### src/rtl/stopwatch_counter.sv
`default_nettype none
// +----------------------------------------------------------------------------+
// | Module   : stopwatch_counter                                              |
// | Brief    : MM:SS BCD up-counter (00:00-59:59) advanced by step edges;     |
// |            optional lap hold via macro STOPWATCH_LAP_HOLD_EN.             |
// | Revision : 1.0 - initial release                                          |
// +----------------------------------------------------------------------------+
module stopwatch_counter #(
  parameter bit WRAP = 1'b0
) (
  input  logic       clk,
  input  logic       reset,
  input  logic       enable,
  input  logic       step,
  input  logic       clear,
  input  logic       lap,
  output logic [3:0] sec_ones,
  output logic [3:0] sec_tens,
  output logic [3:0] min_ones,
  output logic [3:0] min_tens,
  output logic       carry,
  output logic       full,
  output logic       lap_active
);

  logic       r_step_q;
  logic [3:0] r_sec_ones;
  logic [3:0] r_sec_tens;
  logic [3:0] r_min_ones;
  logic [3:0] r_min_tens;
  logic       r_carry;
  logic       w_tick;
  logic       w_at_max;

  assign w_tick   = step & ~r_step_q;
  assign w_at_max = (r_min_tens == 4'd5) && (r_min_ones == 4'd9) &&
                    (r_sec_tens == 4'd5) && (r_sec_ones == 4'd9);

  // Edge register runs regardless of enable, so edges seen while stopped are dropped.
  always_ff @(posedge clk or posedge reset) begin
    if (reset) begin
      r_step_q <= 1'b0;
    end else begin
      r_step_q <= step;
    end
  end

  always_ff @(posedge clk or posedge reset) begin
    if (reset) begin
      r_sec_ones <= 4'd0;
      r_sec_tens <= 4'd0;
      r_min_ones <= 4'd0;
      r_min_tens <= 4'd0;
      r_carry    <= 1'b0;
    end else if (clear) begin
      r_sec_ones <= 4'd0;
      r_sec_tens <= 4'd0;
      r_min_ones <= 4'd0;
      r_min_tens <= 4'd0;
      r_carry    <= 1'b0;
    end else begin
      r_carry <= 1'b0;
      if (w_tick && enable) begin
        if (w_at_max) begin
          if (WRAP) begin
            r_sec_ones <= 4'd0;
            r_sec_tens <= 4'd0;
            r_min_ones <= 4'd0;
            r_min_tens <= 4'd0;
            r_carry    <= 1'b1;
          end
        end else if (r_sec_ones != 4'd9) begin
          r_sec_ones <= r_sec_ones + 4'd1;
        end else begin
          r_sec_ones <= 4'd0;
          if (r_sec_tens != 4'd5) begin
            r_sec_tens <= r_sec_tens + 4'd1;
          end else begin
            r_sec_tens <= 4'd0;
            if (r_min_ones != 4'd9) begin
              r_min_ones <= r_min_ones + 4'd1;
            end else begin
              // min_tens < 5 here: the 59:59 case is handled above
              r_min_ones <= 4'd0;
              r_min_tens <= r_min_tens + 4'd1;
            end
          end
        end
      end
    end
  end

  assign carry = r_carry;
  assign full  = w_at_max;

`ifdef STOPWATCH_LAP_HOLD_EN
  logic       r_lap_q;
  logic       r_hold;
  logic [3:0] r_disp_sec_ones;
  logic [3:0] r_disp_sec_tens;
  logic [3:0] r_disp_min_ones;
  logic [3:0] r_disp_min_tens;
  logic       w_lap_edge;

  assign w_lap_edge = lap & ~r_lap_q;

  always_ff @(posedge clk or posedge reset) begin
    if (reset) begin
      r_lap_q         <= 1'b0;
      r_hold          <= 1'b0;
      r_disp_sec_ones <= 4'd0;
      r_disp_sec_tens <= 4'd0;
      r_disp_min_ones <= 4'd0;
      r_disp_min_tens <= 4'd0;
    end else begin
      r_lap_q <= lap;
      if (clear) begin
        r_hold          <= 1'b0;
        r_disp_sec_ones <= 4'd0;
        r_disp_sec_tens <= 4'd0;
        r_disp_min_ones <= 4'd0;
        r_disp_min_tens <= 4'd0;
      end else if (w_lap_edge) begin
        r_hold <= ~r_hold;
        if (!r_hold) begin
          r_disp_sec_ones <= r_sec_ones;
          r_disp_sec_tens <= r_sec_tens;
          r_disp_min_ones <= r_min_ones;
          r_disp_min_tens <= r_min_tens;
        end
      end
    end
  end

  assign sec_ones   = r_hold ? r_disp_sec_ones : r_sec_ones;
  assign sec_tens   = r_hold ? r_disp_sec_tens : r_sec_tens;
  assign min_ones   = r_hold ? r_disp_min_ones : r_min_ones;
  assign min_tens   = r_hold ? r_disp_min_tens : r_min_tens;
  assign lap_active = r_hold;
`else
  logic w_unused_lap;

  assign w_unused_lap = lap;
  assign sec_ones     = r_sec_ones;
  assign sec_tens     = r_sec_tens;
  assign min_ones     = r_min_ones;
  assign min_tens     = r_min_tens;
  assign lap_active   = 1'b0;
`endif

endmodule
`default_nettype wire

### config.mk
export PLATFORM = sky130hd
export DESIGN_NAME = stopwatch_counter
export DESIGN_NICKNAME = d
export VERILOG_FILES = /design/src/rtl/stopwatch_counter.sv
export SDC_FILE = /design/constraint.sdc
export NUM_CORES = 1
export LEC_CHECK = 0
export ABC_AREA = 0
export BUFFER_PORTS_ARGS = -buffer_cell sky130_fd_sc_hd__buf_2
export CAP_MARGIN = 0
export CORE_MARGIN = 3
export CORE_UTILIZATION = 55
export CTS_CLUSTER_DIAMETER = 200
export DETAILED_ROUTE_END_ITERATION = 12
export PLACE_DENSITY = 0.81
export SETUP_SLACK_MARGIN = 0.15
export SYNTH_ARGS = -nofsm -noshare
export SYNTH_HDL_FRONTEND = slang
export SYNTH_SLANG_ARGS = --single-unit
### constraint.sdc
create_clock -name clk -period 4.7 [get_ports clk]
set_input_delay 0.705 -clock clk [delete_from_list [all_inputs] [get_ports clk]]
set_output_delay 0.705 -clock clk [all_outputs]
set_load 0.03 [all_outputs]
== Yosys cells after proc, flatten, opt, wreduce, memory -nomap -nowiden ==
Index checks and enable logic that the tools add are counted.

* Output and inout port bits: 19
* Word-level logic and storage cells: 52
* Flip-flop bits (word level): 17
* Bits of input ports: 6

* Muxes and demuxes: 21
* Equality and inequality tests: 11
* Bitwise gates (word level): 2
* $add $sub $neg: 4
* Reductions and logical operators: 9

{| class="wikitable"
|+ Operators by type and width
! cell !! number
|-
| two-way mux 4 bit || 21
|-
| adder 4 x 1 -> 4 bit, second input constant || 4
|-
| == test 4 x 3 -> 1 bit, second input constant || 2
|-
| == test 4 bit, second input constant || 2
|-
| inequality test 2 bit, second input constant || 4
|-
| inequality test 4 bit, second input constant || 2
|-
| AND reduction 5 bit || 1
|-
| logical AND 1 bit || 4
|-
| inequality test 4 x 3 -> 1 bit, second input constant || 1
|-
| AND reduction 4 bit || 1
|-
| AND reduction 3 bit || 1
|-
| AND reduction 2 bit || 1
|-
| nonzero test 2 bit || 1
|-
| AND 1 bit || 1
|-
| inverter 1 bit || 1
|}

== Longest topological paths before layout ==
* Depth in word-level cells: 7
* Gate-level depth with buffers: 8

== Worst setup path before layout ==
No wires, ideal clock.

* Kind: reg-to-output
* Start point: register r_min_ones[0] (netlist: min_ones[0])
* End point: output port full
* Data required time: 3995 ps
* Buffers on the path: 0
* Data arrival time: 1969 ps
* Cell stages (with the launch flop): 4
* Setup slack: 2026 ps
* Path through: dfrtp_1 -> ha_1 -> nand3b_4 -> nor4_1

* Word-level cells in the longest chain between the ends: 4

{| class="wikitable"
|+ Ends and longest elaborated chain
! item !! line !! text
|-
| start: declaration || 29 || <nowiki>logic [3:0] r_min_ones;</nowiki>
|-
| start signal: assignment || 81 || <nowiki>r_min_ones <= r_min_ones + 4'd1;</nowiki>
|-
| == test 4 bit || 36 || <nowiki>assign w_at_max = (r_min_tens == 4'd5) && (r_min_ones == 4'd9) &&</nowiki>
|-
| logical AND 1 bit (2 in series) || 36 ||
|-
| logical AND 1 bit || 37 || <nowiki>(r_sec_tens == 4'd5) && (r_sec_ones == 4'd9);</nowiki>
|-
| end: declaration || 22 || <nowiki>output logic full,</nowiki>
|}

Every way passes these cells.

== Worst setup path in the final report ==
* Start point: register r_min_ones[1] (netlist: min_ones[1])
* End point: output port full

Same word-level chain as after synthesis.

==> summary.md <==
| Metric | Value |
|---|---|
| Detail-routed via count per cell | 5.89 |
| Initial antenna violation count | 0 |
| Post_cts resized | 0 |
| Crit. End Element | primary output |
| Yosys warns | 0 |
| Vias in the first global route | 911 |
| CP startpoint kind | flip-flop |
| Yosys top cell by area | dfrtp_1 |
| Worst Tran Pin Value | approximately 630 ps |
| Min Tclk post-route | 2440 ps |
| RSZ-0062 raised after global routing | false |
| Core ar. | 1800 sq um |
| Skew-Pair Late Insertion Delay | a little under 300 ps |
| Longest Clk Path Bufs | 2 |
| CTS Hold Bufs | 0 |
| Cells after synthesis | 113 |
| Signal arrival time at the worst endpoint | 1740 ps |
| Final worst setup slack | 2260 ps |
| Lkg Pwr | 0.558 nW |
| I/O pins | 25 |
| Status | complete, no violations |
| CP required | 3990 ps |
| Area growth syn-to-layout | 9.49% |
| Number of synthesized register bits | 17 |
| Final Cycle Share | 52.0% |
| Via count | 924 |
| CP max FO | 8 |
| Hold Slack | between 400 and 500 ps |
| First-pass GRT wire length | between 4000 and 5000 um |
| Clock Skew | 4.08 ps |
| Cts bufs inserted | 3 |
| Worst-path clk slew | 100 ps |
| Register area share after synthesis | about 40% |
| Post-synth cell types | 32 |
| Slew headroom | 57.7% |
| Layout Nets | approximately 150 |
| Fin Setup TNS | 0 ps |
| Setup WS pre-CTS | 2570 ps |
| N_diodes | 0 |
| Die Y | 50.6 um |
| Total track usage | about a fifth |
| Max Cap Violations | 0 |
| Port buffer count | 21 |
| Share of layout cells above drive strength 1 | between 20 and 30% |
| HPWL Detailed | 1670 um |
| Die Area | ~2600 sq um |
| Tot Pwr | between 0.0002 and 0.00025 W |
| Top post-synthesis cells by area | dfrtp_1, ha_1, o21ai_0, a21oi_1, or3_1 |
| Num rows | 15 |
| Fin. max-slew vios | 0 |
| Syn Area/Cell | 9.69 sq um |
| Maximum vdd drop | 0.140 mV |
| CTS tree | done |
| GR Overflow Total | 0 |
| Wire length per cell | approximately 14 um |
| Async set or reset register ratio after synthesis | 100% |
| DRC | 0 |
| Clk sinks | 17 |
| Drt pass-1 iters | 4 |
| Largest net degree at the start of global routing | 19 |
| H-tree lvl count | 1 |
| Fmax | 409 MHz |
| Post-synth EDFFs | 0 |
| Post-Route WL | around 2200 um |
| Yosys top cell area share | 38.9% |
| 1st-iter DRT viols | 15 |
| Final hold vios | 0 |
| Die X | 50.6 um |
| Clk root buf | clkbuf_4 |
| PD cells | slightly above 200 nW/um^2 |
| Crit Path Class | reg2out |
| Global placer's final weighted congestion | 0.757 |
| Initial core utilization | ~61% |
| Final setup viols | 0 |
| Setup bufs post-CTS | 0 |
| Worst min-delay path category | in2async |
| Synth Cell Area | between 1000 and 1500 sq um |
| Top_reg_cell synth | dfrtp_1 |
| Final ANT Viol Nets | 0 |
==> placed cells by master, fill, tap and decap left out, types with 3 or more instances in the layout <==
| master | n |
|---|---|
| inv_1 | 5 |
| nand2_1 | 5 |
| dfrtp_1 | 17 |
| buf_2 | 21 |
| or3_2 | 3 |
| ha_1 | 8 |
| o31ai_1 | 3 |
| clkbuf_4 | 3 |
| or3_1 | 6 |
| o21ai_0 | 12 |
| a21oi_1 | 11 |
| nand3_1 | 6 |
| nand3b_1 | 4 |
| or4_1 | 4 |
| a31oi_1 | 3 |
==> worst max-delay path, stage by stage, from the launching register on <==
cell and delay, ps:
dfrtp_1 420, inv_1 70, ha_1 230, nand3b_4 140
nor4_1 330, buf_2 260
==> cell usage after synthesis, drive strengths merged, types with 2 or more instances <==
master,number
nand3,7
or3,9
buf,6
dfrtp,17
o21ai,12
inv,5
nand2,5
and3b,4
ha,8
nor4,2
a21oi,11
nand2b,2
a31oi,3
o31ai,3
nor2,2
or4,4
nand3b,5
==> state kept, by name, indices dropped and copies added, names as in the netlist <==
name and count:
sec_tens 4, sec_ones 4, min_ones 4, r_step_q 1
min_tens 4
==> cells by family after synthesis <==
family | synth area share, %
AOI/OAI and AO/OA | 15.2
and+or+nand+nor | 29.0
DFF | 38.9
buffers and inverters | 7.43
other | 0.343
adders and majority gates | 9.14
==> metal layers <==
layer,up-vias,GRT usage (%),wire [um]
li1,454,-,-
met5,-,0,0
met4,0,7.17,28
met3,4,3.56,97
met2,24,36.5,1090
met1,442,24.4,1030
==> power breakdown <==
part | leakage [nW] | internal (W) | switching [W]
sequential | 0.234 | 0.000148 | 0.00000266
clock | 0.0150 | 0.0000330 | 0.0000451
combinational | 0.309 | 0.00000463 | 0.0000137
total | 0.558 | 0.000186 | 0.0000615
==> path summary, 6_finish.rpt <==
check	start	end	slack [ps]	cells after the start
worst min-delay path	reset	sec_ones[3]	480	2
worst min register to register	sec_tens[3]	sec_tens[3]	590	2
min in group clk	step	r_step_q	540	1
worst max register to register	sec_ones[1]	min_tens[3]	2730	6
worst max-delay path	min_ones[1]	full	2260	5
max in group asynchronous	reset	min_tens[3]	3810	2
==> stage by stage <==
stage | cells | util (%) | area (sq um)
after floorplan | 114 | - | 1100
after global placement | 153 | 65.1 | 1170
after detailed placement | 153 | 65.1 | 1170
after CTS | 157 | 66.5 | 1200
after global routing | 157 | 66.5 | 1200
final | 157 | 66.5 | 1200
==> layout make-up <==
class                           count  area, sq um
Fill cell                         171          603
Multi-Input combinational cell     85          592
Sequential cell                    17          425
Timing Repair Buffer               21          105
Tap cell                           25         31.3
Clock buffer                        4         26.3
Inverter                            5         18.8
(Power assumes the default switching activity.)
